===== src/rtl/ptm_scan_ctrl_pkg.sv =====
// ptm_scan_ctrl_pkg
//   Shared definitions for the pattern-match scan controller:
//   default widths, ROM read latency and the scheduler FSM encoding.
package ptm_scan_ctrl_pkg;

    localparam int AW_DEF  = 10;   // ROM address / command length width
    localparam int DW_DEF  = 10;   // ROM data width
    localparam int CW_DEF  = 10;   // per-job hit counter width
    localparam int ROM_LAT = 1;    // cycles from rom_en to rom_data

    typedef enum logic [2:0] {
        ST_IDLE,
        ST_LOAD,
        ST_RUN,
        ST_DRAIN,
        ST_REPORT
    } state_t;

endpackage


===== src/rtl/ptm_cmd_fifo.sv =====
// ptm_cmd_fifo
//   Small synchronous FIFO holding queued scan commands ({id, base, len}).
//   Ports:
//     clk, rst             clock and synchronous active-high reset
//     push, push_data      write request and data (ignored when full)
//     pop                  read request (ignored when empty)
//     pop_data             head entry, valid whenever empty=0
//     full, empty          occupancy flags
module ptm_cmd_fifo #(
    parameter int WIDTH = 22,
    parameter int DEPTH = 4
) (
    input  logic             clk,
    input  logic             rst,
    input  logic             push,
    input  logic [WIDTH-1:0] push_data,
    input  logic             pop,
    output logic [WIDTH-1:0] pop_data,
    output logic             full,
    output logic             empty
);

    localparam int PW = $clog2(DEPTH);

    logic [WIDTH-1:0] mem_q [DEPTH];
    logic [PW:0]      wr_ptr_q, wr_ptr_d;
    logic [PW:0]      rd_ptr_q, rd_ptr_d;
    logic             push_en, pop_en;

    // Pointers carry one extra wrap bit so full and empty are distinguishable.
    assign empty = (wr_ptr_q == rd_ptr_q);
    assign full  = (wr_ptr_q[PW] != rd_ptr_q[PW]) &&
                   (wr_ptr_q[PW-1:0] == rd_ptr_q[PW-1:0]);

    assign push_en  = push && !full;
    assign pop_en   = pop && !empty;
    assign pop_data = mem_q[rd_ptr_q[PW-1:0]];

    always_comb begin
        wr_ptr_d = wr_ptr_q;
        rd_ptr_d = rd_ptr_q;
        if (push_en) wr_ptr_d = wr_ptr_q + 1'b1;
        if (pop_en)  rd_ptr_d = rd_ptr_q + 1'b1;
    end

    always_ff @(posedge clk) begin
        if (rst) begin
            wr_ptr_q <= '0;
            rd_ptr_q <= '0;
        end else begin
            wr_ptr_q <= wr_ptr_d;
            rd_ptr_q <= rd_ptr_d;
        end
    end

    // Storage needs no reset: entries are only read behind the write pointer.
    always_ff @(posedge clk) begin
        if (push_en) mem_q[wr_ptr_q[PW-1:0]] <= push_data;
    end

endmodule


===== src/rtl/ptm_scan_ctrl.sv =====
// ptm_scan_ctrl
//   Job scheduler in front of the bit-serial pattern-match engine. Queues
//   scan commands, streams the addressed ROM words (bit 0) to the engine one
//   per cycle, counts engine hits per job and returns tagged counts in
//   command order.
//   Ports:
//     clk, rst                                   clock, synchronous reset
//     cmd_valid/cmd_base/cmd_len/cmd_ready       command push interface
//     rom_en/rom_addr/rom_data                   ROM read port (1-cycle latency)
//     eng_clr/eng_valid/eng_bit/eng_hit          engine interface
//     res_valid/res_ready/res_id/res_count       result interface
//     busy                                       work pending or in flight
module ptm_scan_ctrl
    import ptm_scan_ctrl_pkg::*;
#(
    parameter int AW = AW_DEF,
    parameter int DW = DW_DEF,
    parameter int CW = CW_DEF,
    parameter int QD = 4,
    parameter int IW = 2
) (
    input  logic          clk,
    input  logic          rst,
    input  logic          cmd_valid,
    input  logic [AW-1:0] cmd_base,
    input  logic [AW-1:0] cmd_len,
    output logic          cmd_ready,
    output logic          rom_en,
    output logic [AW-1:0] rom_addr,
    input  logic [DW-1:0] rom_data,
    output logic          eng_clr,
    output logic          eng_valid,
    output logic          eng_bit,
    input  logic          eng_hit,
    output logic          res_valid,
    input  logic          res_ready,
    output logic [IW-1:0] res_id,
    output logic [CW-1:0] res_count,
    output logic          busy
);

    localparam int FW = IW + 2 * AW;

    state_t             state_q, state_d;
    logic [AW-1:0]      base_q, base_d;
    logic [AW-1:0]      len_q, len_d;
    logic [AW-1:0]      off_q, off_d;
    logic [IW-1:0]      job_id_q, job_id_d;
    logic [IW-1:0]      id_cnt_q, id_cnt_d;
    logic [CW-1:0]      cnt_q, cnt_d;
    logic [ROM_LAT-1:0] rd_pipe_q, rd_pipe_d;
    logic [ROM_LAT:0]   rd_pipe_shift;

    logic               push, pop;
    logic               fifo_full, fifo_empty;
    logic [FW-1:0]      fifo_rd;
    logic [AW-1:0]      fifo_len;
    logic               rom_data_unused;

    assign cmd_ready = !fifo_full;
    assign push      = cmd_valid && !fifo_full;
    assign fifo_len  = fifo_rd[AW-1:0];

    ptm_cmd_fifo #(
        .WIDTH (FW),
        .DEPTH (QD)
    ) u_cmd_fifo (
        .clk       (clk),
        .rst       (rst),
        .push      (push),
        .push_data ({id_cnt_q, cmd_base, cmd_len}),
        .pop       (pop),
        .pop_data  (fifo_rd),
        .full      (fifo_full),
        .empty     (fifo_empty)
    );

    // eng_valid tracks rom_en through the ROM read latency.
    assign rd_pipe_shift = {rd_pipe_q, rom_en};

    always_comb begin
        state_d   = state_q;
        base_d    = base_q;
        len_d     = len_q;
        off_d     = off_q;
        job_id_d  = job_id_q;
        cnt_d     = cnt_q;
        pop       = 1'b0;
        id_cnt_d  = push ? id_cnt_q + IW'(1) : id_cnt_q;
        rd_pipe_d = rd_pipe_shift[ROM_LAT-1:0];

        // Saturating hit counter; eng_hit is meaningless without eng_valid.
        if (eng_valid && eng_hit && (cnt_q != {CW{1'b1}}))
            cnt_d = cnt_q + CW'(1);

        case (state_q)
            // A command being pushed this cycle counts as pending, so a job
            // into an idle controller starts on the following cycle.
            ST_IDLE: begin
                if (!fifo_empty || push) state_d = ST_LOAD;
            end
            ST_LOAD: begin
                pop = 1'b1;
                {job_id_d, base_d, len_d} = fifo_rd;
                off_d   = '0;
                cnt_d   = '0;
                state_d = (fifo_len == '0) ? ST_REPORT : ST_RUN;
            end
            ST_RUN: begin
                off_d = off_q + AW'(1);
                if (off_q == len_q - AW'(1)) state_d = ST_DRAIN;
            end
            ST_DRAIN: begin
                state_d = ST_REPORT;
            end
            ST_REPORT: begin
                if (res_ready) state_d = ST_IDLE;
            end
            default: state_d = ST_IDLE;
        endcase
    end

    always_ff @(posedge clk) begin
        if (rst) begin
            state_q   <= ST_IDLE;
            base_q    <= '0;
            len_q     <= '0;
            off_q     <= '0;
            job_id_q  <= '0;
            id_cnt_q  <= '0;
            cnt_q     <= '0;
            rd_pipe_q <= '0;
        end else begin
            state_q   <= state_d;
            base_q    <= base_d;
            len_q     <= len_d;
            off_q     <= off_d;
            job_id_q  <= job_id_d;
            id_cnt_q  <= id_cnt_d;
            cnt_q     <= cnt_d;
            rd_pipe_q <= rd_pipe_d;
        end
    end

    // Outputs decode directly from flops; the address add wraps modulo 2^AW.
    assign rom_en    = (state_q == ST_RUN);
    assign rom_addr  = rom_en ? (base_q + off_q) : '0;
    assign eng_clr   = (state_q == ST_LOAD);
    assign eng_valid = rd_pipe_q[ROM_LAT-1];
    assign eng_bit   = eng_valid && rom_data[0];
    assign res_valid = (state_q == ST_REPORT);
    assign res_id    = job_id_q;
    assign res_count = cnt_q;
    assign busy      = (state_q != ST_IDLE) || !fifo_empty;

    // Only bit 0 of the ROM word feeds the engine.
    assign rom_data_unused = ^rom_data[DW-1:1];

endmodule


===== config.mk =====
export PLATFORM = sky130hd
export DESIGN_NAME = ptm_scan_ctrl
export DESIGN_NICKNAME = d
export VERILOG_FILES = /design/src/rtl/ptm_scan_ctrl_pkg.sv /design/src/rtl/ptm_cmd_fifo.sv /design/src/rtl/ptm_scan_ctrl.sv
export SDC_FILE = /design/constraint.sdc
export NUM_CORES = 1
export LEC_CHECK = 0
export ABC_AREA = 1
export CORE_MARGIN = 5
export CORE_UTILIZATION = 56
export DETAILED_ROUTE_END_ITERATION = 8
export HOLD_SLACK_MARGIN = 0.08
export PLACE_DENSITY = 0.79
export SETUP_SLACK_MARGIN = 0.5
export SYNTH_ARGS = -nofsm -noshare
export SYNTH_HDL_FRONTEND = slang
export SYNTH_SLANG_ARGS = --single-unit

===== constraint.sdc =====
create_clock -name clk -period 3.1 [get_ports clk]
set_input_delay 0.465 -clock clk [delete_from_list [all_inputs] [get_ports clk]]
set_output_delay 0.465 -clock clk [all_outputs]
set_load 0.1 [all_outputs]

==> metrics.csv, run 1 <==
metric;value;unit
row count;39;
Syn Area/Cell;9.30;um^2
vias in the first global route;5334;
Max VDD drop;486;uV
Final period util;0.853;
first-pass GRT wire length;25400;um
worst-skew pair later-pin latency;0.42;ns
final routed DRC violation total;0;
Seq/Total Area, Yosys;0.581;
Synth top area share;0.408;
Max transition margin;0.451;
GRT Total Usage;0.229;
Switching Share;0.380;
commonest cells after routing, fill and taps aside;nand2_1 (139), edfxtp_1 (88), nor2_1 (79);
status;finished, final reports clean;
antenna violations before repair;0;
Sw Pwr;2430;uW
setup TNS;0;ns
FF-to-FF path depth;11;
Worst setup startpoint;off_q[2]$_SDFFE_PP0P_;
clock power share;0.277;
Req. time, crit path;2.63;ns
Vias/cell;5.68;
Crit-path slowest cell;dfxtp_2;
Fin. Hold Viols;0;
PortBufs;54;
Ys Warns;0;
max-cap viol count;0;
Levels on crit path;9;
Die Y;118;um
Sink Count;144;
Startpoint Class;flip-flop;
clock root cell;clkbuf_16;
post-synthesis cell type count;43;
clock skew;0.00769;ns
final slew viol count;0;
fin crit period;2.64;ns
largest stage delay on the critical path;0.38;ns
fin util;0.718;
Setup-failing EPs final;0;
post-detail-place hpwl;9670;um
post-route ant nets;0;
Worst path top cell family by delay;compound AO/OA/AOI/OAI gates;
post-DR wirelength/cell;16.8;um
layout cells sized above 1;0.205;
sequential share of power;0.377;
Max clock buf depth;2;
Hold WC Path Type;flip-flop to flip-flop;
combinational share of power;0.346;
largest net degree at the start of global routing;45;
Pre-Repair DR Iteration Count;6;
Pint;3950;uW
drt total wl;15800;um
TritonCTS clock tree;built;
H-tree depth;4;
slew of the pin with the lowest slew margin;0.822;ns
IO Pins;64;
power per cell area;782;nW/um^2
cells after synthesis;697;
area of the core;11400;um^2
final net count;834;
Critical Path Fanout Max;5;
number of diodes;0;
Hold WS;0.480;ns
unrepaired setup endpoints after global routing;yes;
total grt overflow;0;
Synth area leaders;edfxtp_1 (41%), dfxtp_1 (17%), nand2_1 (8.3%);
CP dominant cell by count;nand2_1;
synthesized area;6480;um^2
worst hold path depth;2;
crit end category;primary output;
vias post-DR;5319;
Arrival @ worst endpoint;2.18;ns
CTS clk-pin slew, worst paths;0.06;ns
most common cell after layout, fill and taps aside;nand2_1;
crit-path cells;ha_4 > a21oi_2 > o21ai_2 > a21o_1 > a31oi_1 > nand2_1 > nand2_1 > nor2_4 > buf_12;
hold path start;res_count[4]$_SDFFE_PP0P_;
Initial Util;0.570;
Final Wtd Congestion;0.936;
post-synth top area cell;edfxtp_1;
FMAX;0.378;GHz
Synth Register Bits;144;
First DRT Iteration DRCs;553;
Die ar.;13800;um^2
Leak;0.00319;uW
overall die width;118;um
Area Overhead vs Synth;26.0;%
total CTS buffers;17;
Worst Path Class, Setup;flip-flop to primary output;
synthesized net count;750;
Critical R2R Launch;state_q[2]$_SDFFE_PP0P_;
CP Buf/Inv Count;1;
cell type report:
class	instances	area [um^2]
Clock buffer	22	444
Clock inverter	10	65.1
Fill cell	777	3200
Inverter	68	263
Multi-Input combinational cell	463	2600
Sequential cell	144	3800
Tap cell	143	179
Timing Repair Buffer	87	816
power by group through the flow:
stage	logic [uW]	registers [uW]	clock network [uW]
2_1_floorplan	1420	2470	0
3_3_place_gp	1930	2400	0
3_5_place_dp	1990	2420	0
4_1_cts	2080	2400	1780
5_1_grt	2430	2420	1880
6_report	2210	2410	1770
kinds of logic (layout without fill, tap and decap cells):
kind of cell | after synthesis | count (layout) | synth area share
simple gates | 302 | 302 | 0.197
buf+inv | 90 | 187 | 0.0583
compound gates | 133 | 133 | 0.115
fa+ha+maj | 18 | 18 | 0.0359
xor+xnor | 10 | 10 | 0.0135
flops | 144 | 144 | 0.581
registers in the layout, summed over array words and instances, names as in the netlist, named ones only:
name,flops
off_q,10
state_q,3
id_cnt_q,2
base_q,10
u_cmd_fifo.rd_ptr_q,3
eng_valid,1
u_cmd_fifo.mem_q,88
u_cmd_fifo.wr_ptr_q,3
len_q,10
res_id,2
res_count,10
metal layers:
layer | GRT usage | vias to the layer above | part of all wire
met5 | 0 | - | 0
met4 | 0.113 | 0 | 0.028
met3 | 0.0630 | 46 | 0.061
met2 | 0.399 | 217 | 0.52
met1 | 0.257 | 2522 | 0.39
li1 | - | 2534 | -
tightest hold or removal path: cells and delay by family (launching register included):
kind,cells,cell delay [ns]
compound gates,1,0.05
buf+inv,1,0.06
flops,1,0.33
synth_stat cells:
master	number
nor2_4	1
clkbuf_1	5
a21o_1	1
nor3_1	6
nor3_2	2
xnor2_1	2
a211oi_1	1
a32o_1	1
a31oi_4	1
a221oi_1	2
clkinv_1	2
nor2_1	88
nor4_1	4
or2_2	3
nand3_2	1
o21bai_1	2
nor3b_1	1
inv_2	3
o22ai_1	11
ha_1	17
xor2_1	8
inv_1	62
buf_1	2
nand4_1	4
nand2_2	4
fa_1	1
a31oi_1	13
o21ai_0	61
a21oi_1	34
inv_4	1
nand3b_1	2
edfxtp_1	88
a22oi_1	1
o311ai_1	1
nand2_1	144
buf_6	3
nand3_1	38
o21ai_1	3
buf_2	11
a311oi_1	1
clkbuf_2	1
nor2_2	4
dfxtp_1	56
metrics by stage:
step | setup WS, ns | total power, uW | area, um^2 | cells
final | 0.455 | 6380 | 8170 | 937
after floorplan | 0.178 | 3890 | 6570 | 697
after global placement | 0.520 | 4330 | 7280 | 883
after detailed placement | 0.507 | 4410 | 7280 | 883
after CTS | 0.472 | 6260 | 8020 | 926
after global routing | 0.367 | 6740 | 8170 | 937
final timing paths:
check             slack (ns)                   endpoint
setup / recovery        0.46                rom_addr[7]
hold / removal          0.48  res_count[4]$_SDFFE_PP0P_
setup reg to reg        1.20      off_q[9]$_SDFFE_PP0P_
hold reg to reg         0.48  res_count[4]$_SDFFE_PP0P_
timing repair:
item / 4_1_cts / 5_1_grt
setup endpoints to repair: 8 / 8
hold buffers: 0 / 0
buffers inserted: 11 / 11
gates cloned: 0 / 0
hold endpoints to repair: 0 / 0
pin swaps: 9 / 15
gates resized for setup: 38 / 22
(Power assumes the default switching activity.)
==> run 2: changes to the inputs <==
--- a/config.mk
+++ b/config.mk
@@ -7,10 +7,10 @@
 export LEC_CHECK = 0
 export ABC_AREA = 1
 export CORE_MARGIN = 5
-export CORE_UTILIZATION = 56
+export CORE_UTILIZATION = 57
 export DETAILED_ROUTE_END_ITERATION = 8
 export HOLD_SLACK_MARGIN = 0.08
-export PLACE_DENSITY = 0.79
+export PLACE_DENSITY = 0.8
 export SETUP_SLACK_MARGIN = 0.5
 export SYNTH_ARGS = -nofsm -noshare
 export SYNTH_HDL_FRONTEND = slang
==> run 2 against run 1 <==
Total power up 4.8%. Sequential share of layout area shrank 0.78 points. Clock power is 20% higher. Flip-flop and latch count is the same.
==> metrics.csv, run 2 (same netlist as run 1, synthesis figures left out) <==
metric;value;unit
status;finished, final reports clean;
Fin. Hold Viols;0;
largest stage delay on the critical path;0.36;ns
crit-path cells;ha_4 > inv_4 > fa_2 > inv_2 > nand3_2 > nand2_4 > buf_4 > nand2_2 > nand2_2 > a21oi_4 > o21ai_2 > a21oi_2 > buf_12;
filler cell count;777;
clock root cell;clkbuf_16;
antenna violations before repair;0;
area of the core;11300;um^2
vias in the first global route;5320;
Pre-Repair DR Iteration Count;7;
Inst Count DP;887;
post-route ant nets;0;
largest net degree at the start of global routing;45;
number of diodes;0;
CTS clk-pin slew, worst paths;0.05;ns
FMAX;0.373;GHz
clock power share;0.318;
Hold WS;0.479;ns
combinational share of power;0.321;
vias post-DR;5247;
non-filler cells, final;936;
CP Buf/Inv Count;4;
Die ar.;13600;um^2
first-pass GRT wire length;25400;um
First DRT Iteration DRCs;437;
Vias/cell;5.61;
drt total wl;15700;um
setup TNS;0;ns
Sink Count;144;
Crit-path slowest cell;dfxtp_4;
most common cell after layout, fill and taps aside;nand2_1;
Startpoint Class;flip-flop;
slew of the pin with the lowest slew margin;0.843;ns
commonest cells after routing, fill and taps aside;nand2_1 (140), edfxtp_1 (88), nor2_1 (79);
Req. time, crit path;2.63;ns
post-DR wirelength/cell;16.7;um
Largest register FFs;88;
Worst path top cell family by delay;buffers and inverters;
final routed DRC violation total;0;
Critical Path Fanout Max;3;
max-cap viol count;0;
IO Pins;64;
final net count;833;
Switching Share;0.361;
total CTS buffers;17;
Power, Total;6690;uW
row count;39;
Final Wtd Congestion;0.919;
worst-skew pair later-pin latency;0.41;ns
Arrival @ worst endpoint;2.22;ns
crit end category;primary output;
Max transition margin;0.437;
sequential share of power;0.361;
final slew viol count;0;
Pint;4280;uW
Worst Path Class, Setup;flip-flop to primary output;
unrepaired setup endpoints after global routing;yes;
power per cell area;806;nW/um^2
Leak;0.00325;uW
Setup-failing EPs final;0;
Sw Pwr;2410;uW
Final period util;0.866;
Place WS;0.485;ns
PortBufs;54;
clock skew;0.00844;ns
H-tree depth;4;
Max clock buf depth;2;
fin crit period;2.68;ns
Die Y;117;um
Initial Util;0.575;
layout cells sized above 1;0.214;
Hold WC Path Type;flip-flop to flip-flop;
total grt overflow;0;
overall die width;117;um
Max VDD drop;505;uV
GRT Total Usage;0.245;
post-detail-place hpwl;9800;um
CP dominant cell by count;nand2_2;
Area Overhead vs Synth;28.1;%
TritonCTS clock tree;built;
final worst setup slack;0.416;ns
run 2: cell types whose count changed in the layout (fill, tap and decap cells not counted), sizes merged:
cell	change
inv	-1
buf	-1
clkinvlp	+2
clkinv	-5
clkbuf	+1
bufinv	+3
run 2: area by class of cell:
type                    count  area, um^2  area share
clock buffers              23         500      0.0603
clock inverters             9         128      0.0154
inverters                  68         262      0.0315
multi-input cells         463        2630       0.317
flip-flops and latches    144        3800       0.457
well taps                 143         179      0.0215
repair buffers             86         808      0.0973
run 2: per-stage QoR:
| step | area, um^2 | util |
|---|---|---|
| after floorplan | 6570 | - |
| after global placement | 7310 | 0.649 |
| after detailed placement | 7310 | 0.649 |
| after CTS | 8210 | 0.728 |
| after global routing | 8300 | 0.737 |
| final | 8300 | 0.737 |
run 2: power by group through the flow:
stage | logic (uW) | registers [uW] | clock network (uW)
5_1_grt | 2380 | 2440 | 2250
3_5_place_dp | 1960 | 2430 | 0
4_1_cts | 2080 | 2410 | 2160
2_1_floorplan | 1420 | 2470 | 0
3_3_place_gp | 1910 | 2420 | 0
6_report | 2150 | 2420 | 2130
run 2: path summary, 6_finish.rpt:
check	start	endpoint	slack (ns)	cells past startpoint
hold / removal	res_count[4]$_SDFFE_PP0P_	res_count[4]$_SDFFE_PP0P_	0.48	2
hold reg to reg	res_count[4]$_SDFFE_PP0P_	res_count[4]$_SDFFE_PP0P_	0.48	2
setup / recovery	base_q[0]$_SDFFE_PP0P_	rom_addr[6]	0.42	13
setup reg to reg	flip-flop	state_q[2]$_SDFFE_PP0P_	0.88	10
run 2: repair_timing:
| item | in CTS | in global routing |
|---|---|---|
| endpoints found under the setup margin | 8 | 6 |
| gates resized for setup | 50 | 16 |
| pin swaps | 11 | 12 |
| endpoints found under the hold margin | 0 | 0 |
| setup buffers | 13 | 4 |
| hold buffers | 0 | 0 |
run 2: worst min-delay path, stage by stage, from the launching register on:
cell	delay, ns
dfxtp_1	0.33
inv_1	0.06
a21oi_1	0.05
run 2: metal layers:
layer / vias up / part of all wire / wire [um] / global-route usage
met4: 0 / 0.024 / 383 / 0.116
met5: - / 0 / 0 / 0
li1: 2543 / - / - / -
met3: 32 / 0.054 / 851 / 0.0477
met2: 177 / 0.53 / 8300 / 0.436
met1: 2495 / 0.39 / 6120 / 0.282
